## src/rtl/instr_rom_fetch.sv

```systemverilog
// Instruction fetch from a small hard-coded ROM with a programmable number of
// wait states, one outstanding request, flush/abort, and misalignment faults.
module instr_rom_fetch #(
  parameter int DATA_W = 32,
  parameter int DEPTH  = 64,
  parameter int PC_W   = 10,
  parameter int WAIT   = 1
) (
  input  logic              clk,
  input  logic              rst,
  input  logic              req_valid,
  output logic              req_ready,
  input  logic [PC_W-1:0]   req_pc,
  input  logic              flush,
  output logic              rsp_valid,
  input  logic              rsp_ready,
  output logic [DATA_W-1:0] rsp_data,
  output logic              rsp_err,
  output logic [1:0]        dbg_state_o,
  output logic [2:0]        dbg_wait_o
);

  // Handshakes: a transfer happens on a rising edge where valid and ready are
  // both 1. req_ready and rsp_valid depend only on registered state.

  localparam int          IDX_W    = $clog2(DEPTH);
  localparam logic [2:0]  CNT_LOAD = (WAIT > 0) ? 3'(WAIT - 1) : 3'd0;

  typedef enum logic [1:0] {
    S_IDLE = 2'd0,
    S_WAIT = 2'd1,
    S_RESP = 2'd2
  } state_t;

  state_t            state_q, state_d;
  logic [2:0]        cnt_q, cnt_d;
  logic [IDX_W-1:0]  idx_q, idx_d;
  logic              err_q, err_d;
  logic [DATA_W-1:0] rsp_data_q, rsp_data_d;
  logic              rsp_err_q, rsp_err_d;

  logic [IDX_W-1:0]  req_idx;
  logic              req_mis;
  logic [IDX_W-1:0]  sel_idx;
  logic              sel_err;
  logic              load_rsp;

  function automatic logic [DATA_W-1:0] rom_word(input logic [IDX_W-1:0] idx);
    logic [31:0] w;
    case (32'(idx))
      0:       w = 32'h2001_0003;
      1:       w = 32'h2002_0009;
      2:       w = 32'h0022_1020;
      3:       w = 32'h0022_1824;
      4:       w = 32'h0022_2025;
      5:       w = 32'h0022_2827;
      6:       w = 32'h00A4_302A;
      default: w = 32'h0000_0000;
    endcase
    return DATA_W'(w);
  endfunction

  // Word index wraps modulo DEPTH, so upper PC bits beyond the ROM fold back.
  assign req_idx = IDX_W'(32'(req_pc[PC_W-1:2]) % 32'(DEPTH));
  assign req_mis = (req_pc[1:0] != 2'b00);

  // With zero wait states the ROM is read straight from the request.
  assign sel_idx = (state_q == S_IDLE) ? req_idx : idx_q;
  assign sel_err = (state_q == S_IDLE) ? req_mis : err_q;

  always_comb begin
    state_d    = state_q;
    cnt_d      = cnt_q;
    idx_d      = idx_q;
    err_d      = err_q;
    rsp_data_d = rsp_data_q;
    rsp_err_d  = rsp_err_q;
    load_rsp   = 1'b0;
    req_ready  = 1'b0;
    rsp_valid  = 1'b0;

    case (state_q)
      S_IDLE: begin
        req_ready = 1'b1;
        if (!flush && req_valid) begin
          idx_d = req_idx;
          err_d = req_mis;
          if (WAIT == 0) begin
            state_d  = S_RESP;
            load_rsp = 1'b1;
          end else begin
            state_d = S_WAIT;
            cnt_d   = CNT_LOAD;
          end
        end
      end
      S_WAIT: begin
        if (flush) begin
          state_d = S_IDLE;
          cnt_d   = 3'd0;
        end else if (cnt_q == 3'd0) begin
          state_d  = S_RESP;
          load_rsp = 1'b1;
        end else begin
          cnt_d = cnt_q - 3'd1;
        end
      end
      S_RESP: begin
        rsp_valid = 1'b1;
        if (flush || rsp_ready) begin
          state_d = S_IDLE;
        end
      end
      default: begin
        state_d = S_IDLE;
        cnt_d   = 3'd0;
      end
    endcase

    if (load_rsp) begin
      rsp_data_d = sel_err ? '0 : rom_word(sel_idx);
      rsp_err_d  = sel_err;
    end
  end

  always_ff @(posedge clk or posedge rst) begin
    if (rst) begin
      state_q    <= S_IDLE;
      cnt_q      <= 3'd0;
      idx_q      <= '0;
      err_q      <= 1'b0;
      rsp_data_q <= '0;
      rsp_err_q  <= 1'b0;
    end else begin
      state_q    <= state_d;
      cnt_q      <= cnt_d;
      idx_q      <= idx_d;
      err_q      <= err_d;
      rsp_data_q <= rsp_data_d;
      rsp_err_q  <= rsp_err_d;
    end
  end

  assign rsp_data    = rsp_data_q;
  assign rsp_err     = rsp_err_q;
  assign dbg_state_o = state_q;
  assign dbg_wait_o  = cnt_q;

endmodule

```

## config.mk

```make
export PLATFORM = sky130hd
export DESIGN_NAME = instr_rom_fetch
export DESIGN_NICKNAME = d
export VERILOG_FILES = /design/src/rtl/instr_rom_fetch.sv
export SDC_FILE = /design/constraint.sdc
export NUM_CORES = 1
export LEC_CHECK = 0
export CAP_MARGIN = 10
export CORE_MARGIN = 2
export CORE_UTILIZATION = 25
export DETAILED_ROUTE_END_ITERATION = 10
export GPL_TIMING_DRIVEN = 0
export SETUP_SLACK_MARGIN = 0.05
export SLEW_MARGIN = 10
export SYNTH_ARGS = -nofsm -noshare
export SYNTH_HDL_FRONTEND = slang
export SYNTH_SLANG_ARGS = --single-unit
```

## constraint.sdc

```tcl
create_clock -name clk -period 2.2 [get_ports clk]
set_input_delay 0.44 -clock clk [delete_from_list [all_inputs] [get_ports clk]]
set_output_delay 0.44 -clock clk [all_outputs]
set_load 0.03 [all_outputs]
```

# Word level (Yosys, flattened, before mapping)
# Index checks and enable logic that the tools add are counted.
# Widths: inputs -> output; s select.
[op_classes] addsub=1 n_mux=18 n_reduce_logical=10 bitwise_logic=1 eq_ne=12
[op_table] operator="$pmux 30 s7" count=1
[op_table] operator="$mux 32" count=1
[op_table] operator="$eq 6x3->1 const B" count=3
[op_table] operator="$eq 6x2->1 const B" count=2
[op_table] operator="$mux 3" count=3
[op_table] operator="$pmux 3 s3" count=1
[op_table] operator="$mux 2" count=4
[op_table] operator="$eq 6x1->1 const B" count=1
[op_table] operator="$logic_not 6->1" count=1
[op_table] operator="$mux 1" count=6
[op_table] operator="$mux 6" count=1
[op_table] operator="$ne 3x3->1 const B" count=2
[op_table] operator="$pmux 2 s3" count=1
[op_table] operator="$reduce_and 3->1" count=2
[op_table] operator="$logic_not 3->1" count=1
[op_table] operator="$sub 3x1->3 const B" count=1
[op_table] operator="$eq 2x1->1 const B" count=1
[op_table] operator="$eq 2x2->1 const B" count=1
[op_table] operator="$logic_not 2->1" count=1
[op_table] operator="$ne 2x1->1 const B" count=1
[op_table] operator="$ne 2x2->1 const B" count=1
[op_table] operator="$reduce_and 2->1" count=1
[op_table] operator="$reduce_bool 2->1" count=1
[op_table] operator="$logic_and 1x1->1" count=1
[op_table] operator="other kinds (3)" count=3
[word_totals] input_bits=15 register_bits=45

# Depth between registers and ports, before layout
# Gate-level depths: netlist of the first run.
[depth] word_depth=5 ltp_mapped=9 mapped_depth_nobuf=7

# Least setup slack after synthesis of the first run
# OpenSTA, ideal clock, no wires.
[synth_path] kind="flip-flop to flip-flop" start="register cnt_q[0] (netlist: dbg_wait_o[0])" end="register rsp_data_q[11] (netlist: rsp_data[11])" slack_ps=200 required_time_ps=2096 path_stages_with_launch=10 synth_period_minus_slack_ps=2000 arrival_ps=1896 setup_time_ps=104 path_cell_list="dfrtp_1 > inv_1 > ha_1 > ha_1 > clkbuf_1 > nand4bb_1 > clkbuf_1 > clkbuf_1 > nand2_1 > o41ai_2"
[synth_via] elab_chain_cells=4
[synth_rtl] element="from (decl)" line_no="36" source="logic [2:0] cnt_q, cnt_d;"
[synth_rtl] element="from (signal assigned)" line_no="136" source="cnt_q <= cnt_d;"
[synth_rtl] element="$logic_not 3->1" line_no="101" source="end else if (cnt_q == 3'd0) begin"
[synth_rtl] element="$mux 1" line_no="101"
[synth_rtl] element="$mux 1" line_no="98" source="if (flush) begin"
[synth_rtl] element="$mux 1" line_no="82" source="case (state_q)"
[synth_rtl] element="to (signal assigned)" line_no="139" source="rsp_data_q <= rsp_data_d;"
[synth_rtl] element="to (decl)" line_no="39" source="logic [DATA_W-1:0] rsp_data_q, rsp_data_d;"
# Every way passes these cells.
# A chain may end at the register's enable or synchronous reset.

# Final worst setup path of the first run
[layout_path] start="register state_q[1] (netlist: dbg_state_o[1])" end="output port rsp_valid"
[layout_via] elab_chain_cells=2
[layout_rtl] element="from (decl)" line_no="35" source="state_t state_q, state_d;"
[layout_rtl] element="from (signal assigned)" line_no="135" source="state_q <= state_d;"
[layout_rtl] element="$eq 2x2->1" line_no="82"
[layout_rtl] element="$mux 1" line_no="82"
[layout_rtl] element="to (decl)" line_no="15" source="output logic rsp_valid,"
# Every way passes these cells.

==> results.cfg, run 1 <==
[sta]
setup_ws_ns = 0.1206
worst_pin_slew_ns = 0.9720
min_period_over_period_pct = 94.52
relSlewSlack_pct = 35.13
setup_viol = 0
fmax_ghz = 0.4809
final_max_slew_viol_count = 0
rsz0062_at_grt = no
final_hold_viol_count = 0
min_period_ns = 2.079
fin_skew_ns = 0.003007

[clock_tree]
cts_hold_buf = 0
cts.sinks = 25
h-tree-depth = 1
cts_tree = built
clock_path_buffers = 2
root_buffer = clkbuf_8
cts.clk_slew.worst_paths_ns = 0.09
postCtsSetupBuffers = 0
cts_made_buffers = 3
clk-insertion-delay-late_ns = 0.28

[grt]
grt_overflow = 0
grt_pass1_vias = 1131
grt_max_degree = 26
grt_pass1_wl_um = 5451
antenna_found_initial = 0
grt.total_usage_pct = 10.77

[synth]
seq_area_frac_synth_pct = 41.12
syn_avg_cell_area_um2 = 9.816
async_flop_share_pct = 100.0
synth_cell_type_count = 46
syn-instance-count = 155
ys.flop_type = dfrtp_1
yosys_warnings = 0
synth_top_area_share_pct = 41.12
synth_edf_count = 0
ys_ff_latch = 25
synth.largest_area_cell = dfrtp_1
synth_area_um2 = 1521
yosys-top-cells-area = dfrtp_1, buf_4, nand2_1

[worst_hold_path]
worstHoldPathType = reg2reg
holdPathStages = 2
hold_end = rsp_data[17]
hp-start = rsp_data[17]

[setup_path]
cp_max_fo = 10
start_kind = flip-flop
cp-end-kind = primary output
reg2reg_depth = 8
arrival_ns = 1.64
critPathKind = reg2out
required_ns = 1.76
reg2reg_from = dbg_wait_o[0]
timing.rr.end = rsp_data[23]
reg2reg_slack_ns = 0.25

[detailed_routing]
wl_per_cell_um = 12.10
drt_first_pass_iters = 4
drt-initial-drc-count = 44
ant_nets = 0
wl_um = 3437
num_vias = 1270
viasPerCell = 4.472
drc = 0

[layout]
layout.nets = 227
diodes = 0
post-route-util_pct = 35.29
final_common_cell = clkdlybuf4s50_1
area_growth_pct = 36.51
final_layout_size_suffix_gt1_share_pct = 19.14
mostFrequentLayoutCells = clkdlybuf4s50_1, dfrtp_1, buf_4, nand2_1, conb_1
nFillCells = 644

[placement]
dp_hpwl_um = 2667
routabilityCongestion = 0.7852
io_buffers = 34
dp_slack_ns = -0.02376

[floorplan]
die_w_um = 82.01
rows = 28
io-pin-count = 55
initial_utilization_pct = 25.85
die_h_um = 82.01
design.core.area_um2 = 5886
die-area_um2 = 6726

[status]
outcome = finished clean

[power]
p_leak_uw = 0.0009072
ir_drop_mv = 0.2526
power_density_nw_per_um2 = 602.9

[run]
maxCapViolations = 0
==> metal layers <==
metal	global-route usage, %	wire, um	vias to the layer above
li1	-	-	633
met1	13.56	1554	595
met2	17.56	1605	37
met3	1.868	201	5
met4	5.667	76	0
met5	0	0	-
==> per-stage QoR <==
stage               TNS [ns]  instance area, um2  hold slack (ns)  power [uW]  cells
floorplan                  0                1585           0.4673       845.2    172
global placement    -0.02190                2019           0.4688       964.3    281
detailed placement  -0.07999                2019           0.4683       967.8    281
CTS                        0                2078           0.4902        1266    285
global route               0                2077           0.5175        1324    284
finish                     0                2077           0.4812        1252    284
==> synth_stat cells (3+ instances only) <==
library cell   n
a21oi_1        5
o21ai_0        3
nor2_1        10
a32oi_1        3
o22ai_1        3
dfrtp_1       25
inv_1          8
o21ai_1        6
mux2_1         5
nand2_1       18
or3_1          3
clkbuf_1       4
o31ai_1        3
buf_4         20
==> worst max path at each step <==
stage / start / endpoint / depth (start not counted)
after floorplan: dbg_wait_o[0] / rsp_data[11] / 9
after global placement: req_pc[3] / rsp_data[3] / 5
after detailed placement: dbg_wait_o[0] / rsp_data[1] / 9
after CTS: dbg_state_o[0] / rsp_valid / 4
after global routing: dbg_wait_o[0] / rsp_data[23] / 8
final: dbg_state_o[1] / rsp_valid / 3
==> power by group <==
group | total, uW | switching [uW] | internal [uW] | leakage, uW
sequential | 554 | 50.8 | 503 | 0.000328
clock | 289 | 160 | 129 | 0.0000217
combinational | 410 | 245 | 165 | 0.000558
total | 1250 | 456 | 796 | 0.000907
==> state kept, by name, summed over array words and instances (netlist names) <==
signal,count
err_q,1
idx_q,6
rsp_data,12
rsp_err,1
dbg_wait_o,3
dbg_state_o,2
==> what timing repair did <==
item / CTS / global route
setup endpoints to repair: 6 / 10
gates resized for setup: 6 / 4
gates cloned: 0 / 0
==> critical path, stage by stage (launching register included) <==
cell	delay (ns)
dfrtp_1	0.48
buf_2	0.26
nor2b_1	0.21
dlygate4sd2_1	0.42
==> kinds of logic after synthesis <==
kind of cell	count (synthesis)	share of synthesized area, %
flops	25	41.12
xor+xnor	1	0.5758
simple gates	45	16.12
fa+ha+maj	2	1.644
compound gates	38	20.39
buf+inv	35	14.14
other cells	1	0.2465
mux	8	5.756
==> layout make-up <==
class	instances	area [um2]	area share (%)
timing repair buffer	34	339.1	16.33
buffer	25	180.2	8.675
tap	75	93.84	4.518
sequential	25	625.6	30.12
clock inverter	1	7.507	0.3614
multi-input combinational	112	753.2	36.27
inverter	9	36.28	1.747
clock buffer	3	41.29	1.988
(Power assumes the default switching activity.)
==> run 2, diff against run 1 <==
--- a/config.mk
+++ b/config.mk
@@ -7,10 +7,12 @@
 export LEC_CHECK = 0
 export CAP_MARGIN = 10
 export CORE_MARGIN = 2
-export CORE_UTILIZATION = 25
+export CORE_UTILIZATION = 35
 export DETAILED_ROUTE_END_ITERATION = 10
 export GPL_TIMING_DRIVEN = 0
+export PLACE_DENSITY = 0.65
 export SETUP_SLACK_MARGIN = 0.05
+export SKIP_LAST_GASP = 1
 export SLEW_MARGIN = 10
 export SYNTH_ARGS = -nofsm -noshare
 export SYNTH_HDL_FRONTEND = slang
==> results.cfg, run 2 (same netlist as run 1, synthesis figures left out) <==
[status]
outcome = finished clean

[detailed_routing]
drc = 0
ant_nets = 0
wl_per_cell_um = 12.09
drt-initial-drc-count = 49
num_vias = 1238
drt_first_pass_iters = 4
viasPerCell = 4.780
wl_um = 3131

[grt]
met2_usage_pct = 20.32
grt_max_degree = 26
grt_pass1_wl_um = 5257
met1_usage_pct = 18.40
grt_use_met3_pct = 2.309
antenna_found_initial = 0
grt.busiest_layer = met2
grt.total_usage_pct = 13.09
grt_overflow = 0
grt_pass1_vias = 1132

[power]
p_leak_uw = 0.0009023
combPwrFrac_pct = 32.5
clkPwrFrac_pct = 23.0
power_density_nw_per_um2 = 609.1
swShare_pct = 36.12
seqPwrFrac_pct = 44.5
power_uw = 1242
ir_drop_mv = 0.2879
internal_power_uw = 793.6
p_switching_uw = 448.7

[clock_tree]
cts.sinks = 25
h-tree-depth = 1
clk-insertion-delay-late_ns = 0.27
cts_hold_buf = 0
cts_tree = built
cts.clk_slew.worst_paths_ns = 0.09
cts_made_buffers = 3
clock_path_buffers = 2
root_buffer = clkbuf_8
postCtsSetupBuffers = 0

[floorplan]
die-area_um2 = 4890
die_w_um = 69.93
io-pin-count = 55
initial_utilization_pct = 37.23
rows = 23
die_h_um = 69.93
design.core.area_um2 = 4086

[placement]
io_buffers = 34
dp_hpwl_um = 2404
routabilityCongestion = 0.8436

[setup_path]
arrival_ns = 1.62
start_kind = flip-flop
reg2reg_depth = 8
reg2reg_slack_ns = 0.25
cp-end-kind = primary output
timing.rr.end = rsp_data[23]
reg2reg_from = dbg_wait_o[0]
cp_max_fo = 10
slowest_delay_ns = 0.41
crit_path_cell_trace = buf_6, clkbuf_2, nor2b_1, clkdlybuf4s15_1
critPathKind = reg2out
required_ns = 1.76
cp_slowest_cell = dfrtp_1

[layout]
layout.nets = 227
mostFrequentLayoutCells = clkdlybuf4s50_1, dfrtp_1, buf_4, nand2_1, conb_1
final_layout_size_suffix_gt1_share_pct = 19.14
nFillCells = 394
final_common_cell = clkdlybuf4s50_1
diodes = 0
area_growth_pct = 34.05
largest_reg_flops = 12

[run]
maxCapViolations = 0

[worst_hold_path]
holdPathStages = 2
hp-start = rsp_data[0]
worstHoldPathType = reg2reg
hold_end = rsp_data[0]

[sta]
min_period_ns = 2.056
worst_pin_slew_ns = 0.9124
final_hold_viol_count = 0
final_max_slew_viol_count = 0
relSlewSlack_pct = 39.10
rsz0062_at_grt = no
setup_viol = 0
min_period_over_period_pct = 93.46
hold-worst-slack_ns = 0.4936
fmax_ghz = 0.4864
fin_skew_ns = 0.002697
fin_tns_setup_ns = 0
[run 2: changes by cell type in the layout (fill, tap and decap cells not counted)]
cell / before / now
clkbuf_2: 2 / 3
inv_4: 1 / 0
dlygate4sd2_1: 1 / 0
inv_2: 0 / 1
clkdlybuf4s18_2: 1 / 0
clkdlybuf4s15_1: 0 / 1
[run 2: metal layers]
metal / wire length, um / share of wire (%)
met3: 158 / 5.0
met5: 0 / 0
met2: 1412 / 45
met1: 1513 / 48
met4: 47 / 1.5
[run 2: cell type report]
| class | instances | area [um2] | area share [%] |
|---|---|---|---|
| clock inverters | 1 | 7.507 | 0.3681 |
| flip-flops and latches | 25 | 625.6 | 30.67 |
| well taps | 50 | 62.56 | 3.067 |
| inverters | 9 | 33.78 | 1.656 |
| clock buffers | 3 | 41.29 | 2.025 |
| repair buffers | 34 | 335.3 | 16.44 |
| multi-input cells | 112 | 753.2 | 36.93 |
| plain buffers | 25 | 180.2 | 8.834 |
[run 2: how the worst max path moves through the flow]
stage,startpoint,end,slack (ns),depth (start not counted)
finish,dbg_state_o[0],rsp_valid,0.14,4
detailed placement,req_pc[3],rsp_data[3],-0.003,5
floorplan,dbg_wait_o[0],rsp_data[11],0.20,9
global placement,req_pc[3],rsp_data[3],-0.02,5
CTS,dbg_state_o[0],req_ready,0.0009,4
global route,dbg_state_o[0],rsp_valid,0.05,4
[run 2: repair_timing]
action                                 4_1_cts  5_1_grt
setup endpoints to repair                    6       10
resized for setup                            4        5
endpoints found under the hold margin        0        0
[run 2: stage by stage]
| stage | utilization, % | instances | cell area [um2] | setup WS, ns |
|---|---|---|---|---|
| 2_1_floorplan | - | 172 | 1585 | 0.2001 |
| 3_3_place_gp | 48.65 | 256 | 1988 | -0.02403 |
| 3_5_place_dp | 48.65 | 256 | 1988 | -0.002710 |
| 4_1_cts | 50.03 | 260 | 2044 | 0.0009246 |
| 5_1_grt | 49.91 | 259 | 2039 | 0.05185 |
| 6_report | 49.91 | 259 | 2039 | 0.1440 |
[run 2: power groups by stage]
stage / logic (uW) / clock network [uW] / registers (uW)
finish: 404 / 285 / 553
global route: 436 / 312 / 562
CTS: 403 / 295 / 553
detailed placement: 402 / 0 / 562
global placement: 401 / 0 / 561
floorplan: 267 / 0 / 578
[run 2: worst max-delay path, delay by kind of cell, from the launching register on]
kind                   cells  cell delay, ns
buffers and inverters      3            0.72
flip-flops                 1            0.41
AND/OR/NAND/NOR            1            0.20
==> run 3, diff against run 2 <==
--- a/config.mk
+++ b/config.mk
@@ -8,6 +8,7 @@
 export CAP_MARGIN = 10
 export CORE_MARGIN = 2
 export CORE_UTILIZATION = 35
+export CTS_CLUSTER_SIZE = 12
 export DETAILED_ROUTE_END_ITERATION = 10
 export GPL_TIMING_DRIVEN = 0
 export PLACE_DENSITY = 0.65
==> results of run 3 <==
Final layout, timing and power as in run 2 (identical DEF).
